### src/rtl/reg_dump_tx.sv
// reg_dump_tx: streams a 20-word debug frame holding the header, a PC
// snapshot, R0..R15, the condition flags and an XOR checksum. The processor
// is held frozen while the frame is in flight so that the register file
// stays coherent.
module reg_dump_tx #(
    parameter logic [15:0] HEADER = 16'hD0C5
) (
    input  logic        clk,
    input  logic        rst,
    input  logic        trigger,
    input  logic [15:0] PC,
    input  logic        N_ff,
    input  logic        Z_ff,
    input  logic        V_ff,
    output logic [3:0]  rf_addr,
    input  logic [15:0] rf_data,
    output logic        freeze,
    output logic [15:0] dout,
    output logic        dout_valid,
    input  logic        dout_ready,
    output logic        dout_last,
    output logic        done
);

    typedef enum logic [2:0] {
        S_IDLE,
        S_HDR,
        S_PCW,
        S_REGS,
        S_FLG,
        S_CSUM
    } state_t;

    state_t      r_state;
    state_t      w_state_nxt;
    logic [3:0]  r_idx;
    logic [3:0]  w_idx_nxt;
    logic [15:0] r_acc;
    logic [15:0] w_acc_nxt;
    logic [15:0] r_pc;
    logic [2:0]  r_flags;
    logic        r_done;
    logic        w_done_nxt;
    logic        w_snap;
    logic        w_xfer;

    // State, register index, running checksum and done pulse.
    always_ff @(posedge clk or negedge rst) begin
        if (!rst) begin
            r_state <= S_IDLE;
            r_idx   <= 4'd0;
            r_acc   <= 16'd0;
            r_done  <= 1'b0;
        end else begin
            r_state <= w_state_nxt;
            r_idx   <= w_idx_nxt;
            r_acc   <= w_acc_nxt;
            r_done  <= w_done_nxt;
        end
    end

    // Capture PC and flags on the trigger edge so that later changes cannot leak into the frame.
    always_ff @(posedge clk or negedge rst) begin
        if (!rst) begin
            r_pc    <= 16'd0;
            r_flags <= 3'd0;
        end else if (w_snap) begin
            r_pc    <= PC;
            r_flags <= {N_ff, Z_ff, V_ff};
        end
    end

    // Output word selection, handshake and next-state logic.
    always_comb begin
        w_state_nxt = r_state;
        w_idx_nxt   = r_idx;
        w_acc_nxt   = r_acc;
        w_done_nxt  = 1'b0;
        w_snap      = 1'b0;
        dout        = 16'd0;
        dout_valid  = 1'b0;
        dout_last   = 1'b0;
        rf_addr     = 4'd0;
        freeze      = 1'b0;

        // The presented word depends only on registered state (plus rf_data,
        // which the frozen processor holds still), so it stays stable while
        // the sink stalls.
        case (r_state)
            S_HDR: begin
                dout       = HEADER;
                dout_valid = 1'b1;
            end
            S_PCW: begin
                dout       = r_pc;
                dout_valid = 1'b1;
            end
            S_REGS: begin
                rf_addr    = r_idx;
                dout       = rf_data;
                dout_valid = 1'b1;
            end
            S_FLG: begin
                dout       = {13'd0, r_flags};
                dout_valid = 1'b1;
            end
            S_CSUM: begin
                dout       = r_acc;
                dout_valid = 1'b1;
                dout_last  = 1'b1;
            end
            default: begin
                dout_valid = 1'b0;
            end
        endcase

        freeze = (r_state != S_IDLE);
        w_xfer = dout_valid && dout_ready;

        // Fold each accepted word into the checksum; the checksum word itself
        // is not folded.
        if (w_xfer && r_state != S_CSUM) begin
            w_acc_nxt = r_acc ^ dout;
        end

        case (r_state)
            S_IDLE: begin
                if (trigger) begin
                    w_state_nxt = S_HDR;
                    w_snap      = 1'b1;
                    w_acc_nxt   = 16'd0;
                    w_idx_nxt   = 4'd0;
                end
            end
            S_HDR: begin
                if (w_xfer) w_state_nxt = S_PCW;
            end
            S_PCW: begin
                if (w_xfer) begin
                    w_state_nxt = S_REGS;
                    w_idx_nxt   = 4'd0;
                end
            end
            S_REGS: begin
                if (w_xfer) begin
                    if (r_idx == 4'd15) begin
                        w_state_nxt = S_FLG;
                        w_idx_nxt   = 4'd0;
                    end else begin
                        w_idx_nxt = r_idx + 4'd1;
                    end
                end
            end
            S_FLG: begin
                if (w_xfer) w_state_nxt = S_CSUM;
            end
            S_CSUM: begin
                if (w_xfer) begin
                    w_state_nxt = S_IDLE;
                    w_done_nxt  = 1'b1;
                end
            end
            default: begin
                w_state_nxt = S_IDLE;
            end
        endcase
    end

    assign done = r_done;

endmodule

### config.mk
export PLATFORM = sky130hd
export DESIGN_NAME = reg_dump_tx
export DESIGN_NICKNAME = d
export VERILOG_FILES = /design/src/rtl/reg_dump_tx.sv
export SDC_FILE = /design/constraint.sdc
export NUM_CORES = 1
export LEC_CHECK = 0
export CORE_ASPECT_RATIO = 0.5
export CORE_MARGIN = 2
export CORE_UTILIZATION = 45
export DETAILED_ROUTE_END_ITERATION = 16
export PLACE_DENSITY_LB_ADDON = 0.12
export SLEW_MARGIN = 20
export SYNTH_ARGS = -nofsm -noshare
export SYNTH_HDL_FRONTEND = slang
export SYNTH_SLANG_ARGS = --single-unit
export TNS_END_PERCENT = 30
### constraint.sdc
create_clock -name clk -period 2.9 [get_ports clk]
set_clock_uncertainty 0.1 [all_clocks]
set_input_delay 0.58 -clock clk [delete_from_list [all_inputs] [get_ports clk]]
set_output_delay 0.58 -clock clk [all_outputs]
set_load 0.005 [all_outputs]
==> flow_summary.ini, run 1 <==
[synth]
postSynthAreaPerCell_um2 = 8.433
synthFlopType = dfrtp_1
ys_warn_count = 0
synth_seq_area_share_pct = 41.97
synth_seq_cells = 43
synth_nets = 345
synth_top_area_share_pct = 41.97
async_flop_share_pct = 100.0
yosysTopAreaCell = dfrtp_1
synth_edf_count = 0
synth_area_um2 = 2564
synth.area.top_cells = dfrtp_1, nand2_1, a222oi_1
ys_types = 46
syn-instance-count = 304

[hold_path]
hp-class = in -> async

[routing]
drt-pass1-iter-count = 5
wl_um = 6831
wl_per_cell_um = 15.21
vias = 2494
drt-initial-drc-count = 228
vias_per_cell = 5.555
drcViolationCount = 0
drtAntennaViolNets = 0

[floorplan]
num_rows = 19
io_pins = 63
die_w_um = 110.7
core-area_um2 = 5492
fp.dieH_um = 57.37
die_area_um2 = 6353
initial_core_util_pct = 46.68

[clock_tree]
cts_buffers = 5
cts_tree = done
hold_buffers = 0
clk_latency_ns = 0.28
root_buffer = clkbuf_16
cts.sinks = 43
cts_buffer_depth = 2
cts-htree-levels = 2
path_clk_slew_ns = 0.06

[worst_setup_path]
crit_fanout = 17
cp-start-kind = flop
crit_required_ns = 2.22
slowest_stage = clkdlybuf4s50_1
r2r_slack_ns = 0.60
cp_cell_sequence = buf_4 -> and2b_1 -> a22oi_1 -> o21a_1 -> nor2_1 -> clkdlybuf4s50_1
crit_type = reg -> out
startpoint = r_state[1]
r2r-end = r_acc[7]
critPathCapture = dout[2]
reg2reg_depth = 8
crit_path_end_kind = primary output
worstPathArrival_ns = 2.15
r2r-start = r_state[2]
max_stage_delay_ns = 0.52

[global_routing]
use_met2_pct = 35.14
grtUsageMet1_pct = 30.80
antenna_found_initial = 0
grt_start_max_net_pins = 44
grt.total_usage_pct = 21.45
grt.busiest_layer = met2
grt_remaining_overflow = 0
grt_pass1_wl_um = 11080
grt_pass1_vias = 2316
use_met3_pct = 4.463

[timing]
layout_setup_ws_ns = 0.06886
finalSetupViolCount = 0
max_slew_margin_pct = 34.66
min_period_ns = 2.831
worstMarginPinSlew_ns = 0.9802
max_freq_mhz = 353.2
finalMaxSlewViolations = 0
hold_viol_final = 0
post-route-period-util_pct = 97.63

[place]
port_buffers = 62
routabilityCongestion = 0.9293
hpwl_um = 4506
dp_slack_ns = -0.1494

[cells_and_area]
n_antenna_cell = 0
sequential_cell_area_um2 = 1076
multiInputGateArea_um2 = 1381
drive_gt1_share_pct = 11.70
area_growth_pct = 39.53
nNetsFinal = 417
final_util_pct = 65.14
fillCellCount = 458

[flow_run]
cap_violations = 0

[power]
ir_drop_v = 0.0005101
cellPowerDensity_nw_per_um2 = 1147
leakage_nw = 1.681

[outcome]
status = completed
stage by stage:
stage	hold slack, ns	total power [mW]	cell area, µm²	setup TNS, ns	cells
finish	0.3436	4.103	3577	0	449
global route	0.3949	4.422	3577	-0.03745	449
CTS	0.3747	3.955	3483	-0.06247	443
detailed placement	0.3639	3.277	3282	-1.401	433
global placement	0.3559	3.217	3282	-1.017	433
floorplan	0.1844	2.388	2564	0	304
worst min-delay path by stage:
stage	to	slack, ns	cells past startpoint
2_1_floorplan	done	0.18	0
3_3_place_gp	r_acc[1]	0.36	1
3_5_place_dp	r_acc[1]	0.36	1
4_1_cts	r_acc[1]	0.37	1
5_1_grt	r_pc[1]	0.39	2
6_report	r_idx[3]	0.34	1
report_power, final:
group | internal, mW | leakage (nW) | total [mW] | switching, mW
Sequential | 0.865 | 0.550 | 1.04 | 0.174
Clock | 0.336 | 0.0727 | 0.561 | 0.225
Combinational | 1.22 | 1.06 | 2.50 | 1.28
layer usage:
layer | part of all wire [%] | wire length [µm] | up-vias
met5 | 0 | 0 | -
met4 | 0 | 0 | 0
met3 | 7.0 | 477 | 0
met2 | 46 | 3151 | 91
met1 | 47 | 3202 | 1175
li1 | - | - | 1228
critical path: cells and delay by family, from the launching register on:
family	cells	cell delay [ns]
buffers and inverters	2	0.73
DFF	1	0.41
and+or+nand+nor	2	0.38
AOI/OAI and AO/OA	2	0.36
cell usage in the layout (no fill, tap or decap), drive strengths merged, types with 2 or more instances in the layout:
master,instances
and2,9
clkdlybuf4s50,54
or3,13
nor3,7
nor2,17
inv,8
nand3b,3
o21a,2
buf,25
dfrtp,43
nor2b,11
clkbuf,6
nand3,6
a21o,2
a21oi,18
dlymetal6s2s,7
nand2,64
a221oi,2
ha,2
nand2b,7
o2111a,2
o21ai,22
nor3b,3
o221ai,2
and3,4
and2b,3
a22oi,2
mux2,2
nor4,2
o31ai,2
a222oi,13
sequential cells by signal, summed over array words and instances (netlist names):
| name | count |
|---|---|
| r_acc | 16 |
| r_pc | 16 |
| r_idx | 4 |
| r_flags | 3 |
| r_state | 3 |
| done | 1 |
cell type report:
class	count	area share, %
Multi-Input combinational cell	232	38.61
Sequential cell	43	30.08
Timing Repair Buffer	86	23.89
Clock buffer	6	3.882
Tap cell	73	2.553
Inverter	8	0.8395
Clock inverter	1	0.1399
cell usage after synthesis (2+ instances only):
cell	count
o21a_1	2
inv_1	7
nand3_1	6
o221ai_1	2
and2b_1	3
o21ai_1	2
nor4_1	2
buf_2	6
nand3b_1	3
mux2_2	2
or3_1	13
nor2b_1	10
a21o_1	2
o2111a_1	2
o21ai_0	20
nand2b_1	7
nor3b_1	2
ha_1	2
and3_1	4
nand2_1	64
dfrtp_1	43
nor3_1	7
o31ai_1	2
a221oi_1	2
buf_4	4
clkbuf_1	11
and2_1	9
nor2_1	17
a21oi_1	18
a222oi_1	13
a22oi_1	2
what timing repair did:
action | 4_1_cts | 5_1_grt
gates resized for setup | 5 | 14
buffers inserted | 3 | 6
endpoints found under the setup margin | 15 | 16
pin swaps | 5 | 10
cell families after synthesis:
family | count (synthesis) | share of synthesized area (%)
AOI/OAI and AO/OA | 74 | 20.21
adders and majority gates | 2 | 0.9759
buffers and inverters | 29 | 5.125
DFF | 43 | 41.97
muxes | 3 | 1.269
and+or+nand+nor | 153 | 30.45
Power figures use the tool's default switching activity.
==> run 2: changes to the inputs <==
--- a/config.mk
+++ b/config.mk
@@ -9,7 +9,7 @@
 export CORE_MARGIN = 2
 export CORE_UTILIZATION = 45
 export DETAILED_ROUTE_END_ITERATION = 16
-export PLACE_DENSITY_LB_ADDON = 0.12
+export PLACE_DENSITY = 0.74
 export SLEW_MARGIN = 20
 export SYNTH_ARGS = -nofsm -noshare
 export SYNTH_HDL_FRONTEND = slang
==> flow_summary.ini, run 2 (synthesized netlist as in run 1, its figures left out) <==
[routing]
vias_per_cell = 5.679
drcViolationCount = 0
wl_um = 7013
vias = 2533
drt-pass1-iter-count = 5
wl_per_cell_um = 15.72
drt-initial-drc-count = 209
drtAntennaViolNets = 0

[global_routing]
grt.busiest_layer = met2
grt_remaining_overflow = 0
antenna_found_initial = 0
use_met3_pct = 4.145
use_met2_pct = 36.20
grt_start_max_net_pins = 44
grt.total_usage_pct = 21.69
grt_pass1_vias = 2412
grt_pass1_wl_um = 11310
grtUsageMet1_pct = 29.97

[timing]
finalSetupViolCount = 0
post-route-period-util_pct = 97.48
max_slew_margin_pct = 36.07
layout_setup_ws_ns = 0.07308
rsz0062_at_grt = true
worstMarginPinSlew_ns = 0.9589
max_freq_mhz = 353.7
final.setup.tns_ns = 0
finalMaxSlewViolations = 0
hold_viol_final = 0
min_period_ns = 2.827
timing.hold.ws_ns = 0.3502

[power]
seqPwrFrac_pct = 25.3
p_int_mw = 2.482
pwr-share-clk_pct = 15.9
leakage_nw = 1.574
netSwitchingFraction_pct = 40.81
p_sw_mw = 1.711
combPwrFrac_pct = 58.8
cellPowerDensity_nw_per_um2 = 1178
p_total_mw = 4.194
ir_drop_v = 0.0005311

[place]
placed_area_um2 = 3264
dp_slack_ns = 0.01792
routabilityCongestion = 0.8573
hpwl_um = 4579
port_buffers = 62
post-place-cells = 429

[cells_and_area]
n_antenna_cell = 0
sequential_cell_area_um2 = 1080
final_util_pct = 64.84
instances_no_fill = 446
drive_gt1_share_pct = 12.06
nNetsFinal = 413
layout_common_cells = nand2_1, clkdlybuf4s50_1, dfrtp_1, o21ai_0
area_growth_pct = 38.90
fin_area_um2 = 3561
fillCellCount = 473
reg_top3 = r_acc: 16 flops, r_pc: 16 flops, r_idx: 4 flops
multiInputGateArea_um2 = 1383
final_common_cell = nand2_1

[worst_setup_path]
slowest_stage = dfrtp_2
crit_path_end_kind = primary output
cp_cell_sequence = buf_6 -> and2b_2 -> a22oi_1 -> o21a_1 -> nor2_1 -> clkdlybuf4s50_1
cpLargestDelayFamily = buffers and inverters
crit_type = reg -> out
crit_required_ns = 2.22
worstPathArrival_ns = 2.15
max_stage_delay_ns = 0.46
critical_path_buf_inv_count = 2
crit_fanout = 24
cp-start-kind = flop

[clock_tree]
clk_latency_ns = 0.29
path_clk_slew_ns = 0.06
cts_buffer_depth = 2
root_buffer = clkbuf_16
cts-htree-levels = 2
hold_buffers = 0
cts_buffers = 5
cts_tree = done
cts.sinks = 43

[floorplan]
core-area_um2 = 5492
die_w_um = 110.7
die_area_um2 = 6353
fp.dieH_um = 57.37
num_rows = 19
initial_core_util_pct = 46.68
io_pins = 63

[outcome]
status = completed

[flow_run]
cap_violations = 0

[hold_path]
hp-class = in -> async
## run 2: area by class of cell
class | instances | share of cell area (%)
Timing Repair Buffer | 82 | 22.56
Clock buffer | 6 | 3.900
Clock inverter | 2 | 0.9838
Multi-Input combinational cell | 232 | 38.83
Inverter | 8 | 0.8433
Sequential cell | 43 | 30.32
Tap cell | 73 | 2.565
## run 2: final timing paths
path / start / to / slack, ns / cells after the start
setup / recovery: r_state[2] / dout[2] / 0.07 / 6
hold / removal: rst / r_pc[10] / 0.35 / 1
setup reg to reg: r_state[2] / r_acc[10] / 0.66 / 7
hold reg to reg: r_acc[1] / r_acc[1] / 0.38 / 1
max in group asynchronous: rst / r_state[1] / 1.70 / 1
min in group clk: r_acc[1] / r_acc[1] / 0.38 / 1
## run 2: timing repair
| item | 4_1_cts | 5_1_grt |
|---|---|---|
| endpoints found under the setup margin | 15 | 16 |
| setup buffers | 3 | 6 |
| pin swaps | 2 | 8 |
| gates resized for setup | 4 | 9 |
## run 2: per-layer routing
layer	share of wire, %	routed length (µm)
met5	0	0
met4	0.83	58
met3	5.8	404
met2	48	3342
met1	46	3209
## run 2: power by group through the flow
stage	clock network (mW)	registers, mW	logic (mW)
finish	0.668	1.06	2.47
global route	0.695	1.09	2.71
CTS	0.669	1.06	2.32
detailed placement	0	1.06	2.22
global placement	0	1.05	2.15
floorplan	0	0.996	1.39
==> run 3: changes to the inputs <==
--- a/config.mk
+++ b/config.mk
@@ -9,7 +9,7 @@
 export CORE_MARGIN = 2
 export CORE_UTILIZATION = 45
 export DETAILED_ROUTE_END_ITERATION = 16
-export PLACE_DENSITY = 0.74
+export PLACE_DENSITY = 0.77
 export SLEW_MARGIN = 20
 export SYNTH_ARGS = -nofsm -noshare
 export SYNTH_HDL_FRONTEND = slang
==> constraint.sdc (replaced) <==
create_clock -name clk -period 2.3 [get_ports clk]
set_clock_uncertainty 0.1 [all_clocks]
set_input_delay 0.46 -clock clk [delete_from_list [all_inputs] [get_ports clk]]
set_output_delay 0.46 -clock clk [all_outputs]
set_load 0.005 [all_outputs]
==> flow_summary.ini, run 3 (synthesized netlist as in run 1, its figures left out) <==
[hold_path]
hp-class = in -> async

[cells_and_area]
final_util_pct = 75.67
sequential_cell_area_um2 = 1077
fillCellCount = 331
nNetsFinal = 463
n_antenna_cell = 0
area_growth_pct = 62.08
multiInputGateArea_um2 = 1526
drive_gt1_share_pct = 30.73
layout_common_cells = nand2_1, buf_4, dfrtp_1, clkdlybuf4s50_1, o21ai_0
final_common_cell = nand2_1
reg_top3 = r_acc: 16 flops, r_pc: 16 flops, r_idx: 4 flops

[timing]
max_slew_margin_pct = 62.77
post-route-period-util_pct = 110.6
hold_viol_final = 0
final.setup.tns_ns = -3.449
worstMarginPinSlew_ns = 0.5571
finalSetupViolCount = 31
rsz0062_at_grt = true
finalMaxSlewViolations = 0
min_period_ns = 2.545
max_freq_mhz = 393.0
timing.hold.ws_ns = 0.04704
layout_setup_ws_ns = -0.2448

[worst_setup_path]
crit_required_ns = 1.74
crit_type = reg -> out
crit_path_end_kind = primary output
worstPathArrival_ns = 1.98
crit_fanout = 9
cp-start-kind = flop

[routing]
drtAntennaViolNets = 0
wl_um = 9844
wl_per_cell_um = 19.85
drt-initial-drc-count = 297
vias = 3053
vias_per_cell = 6.155
drcViolationCount = 0
drt-pass1-iter-count = 6

[outcome]
failed_checks = negative setup slack
status = finished, violations left

[power]
cellPowerDensity_nw_per_um2 = 1658
leakage_nw = 1.961
p_total_mw = 6.891
ir_drop_v = 0.0008182

[global_routing]
grt_pass1_wl_um = 13830
antenna_found_initial = 0
grt_remaining_overflow = 0
grt.total_usage_pct = 27.39
grt_start_max_net_pins = 28
grt_pass1_vias = 2839

[place]
hpwl_um = 4926
routabilityCongestion = 0.8522
port_buffers = 62
dp_slack_ns = -0.3832

[clock_tree]
path_clk_slew_ns = 0.06
cts-htree-levels = 2
cts.sinks = 43
cts_buffer_depth = 2
clk_latency_ns = 0.29
cts_tree = done
cts_buffers = 5
root_buffer = clkbuf_16

[floorplan]
die_area_um2 = 6353
die_w_um = 110.7
core-area_um2 = 5492
initial_core_util_pct = 46.68
io_pins = 63
num_rows = 19
fp.dieH_um = 57.37

[flow_run]
cap_violations = 0
-- run 3: final cells by class --
type	count	share of cell area, %
multi-input combinational	232	36.74
sequential	43	25.93
clock inverter	2	0.8431
tap	73	2.198
timing repair buffer	132	30.17
clock buffer	6	3.342
inverter	8	0.7829
-- run 3: report_power, final --
part / switching [mW] / total, mW / internal (mW)
clock: 0.313 / 0.854 / 0.541
sequential: 0.274 / 1.37 / 1.09
combinational: 2.29 / 4.67 / 2.38
total: 2.88 / 6.89 / 4.01
-- run 3: final timing paths --
check | startpoint | end | slack [ns] | cells after the start
max | r_state[1] | dout[2] | -0.24 | 8
min | rst | r_pc[4] | 0.05 | 1
max reg2reg | r_state[2] | r_acc[10] | -0.17 | 10
min reg2reg | r_pc[8] | r_pc[8] | 0.39 | 2
max in group asynchronous | rst | r_pc[6] | 1.55 | 2
min in group clk | r_pc[8] | r_pc[8] | 0.39 | 2
-- run 3: critical path, cell delays in order, from the launching register on --
cell     delay, ns
dfrtp_1       0.44
buf_6         0.16
buf_6         0.13
and2b_1       0.25
buf_6         0.13
a22oi_2       0.07
o21a_1        0.21
nor2_1        0.15
buf_2         0.16
-- run 3: per-layer routing --
layer	vias up	part of all wire, %	global-route usage [%]
li1	1325	-	-
met4	0	2.9	9.464
met5	-	0	0
met3	34	7.8	5.420
met1	1503	40	34.05
met2	191	49	48.90
-- run 3: stage by stage --
stage,area (µm²),std cells
4_1_cts,3941,486
2_1_floorplan,2570,304
3_5_place_dp,3485,456
3_3_place_gp,3485,456
5_1_grt,4155,496
6_report,4155,496
-- run 3: what timing repair did --
action                     CTS  global route
pin swaps                   14            20
resized for setup           79            48
setup buffers               20             9
hold buffers                 0             0
gates cloned                 2             2
setup endpoints to repair   32            30
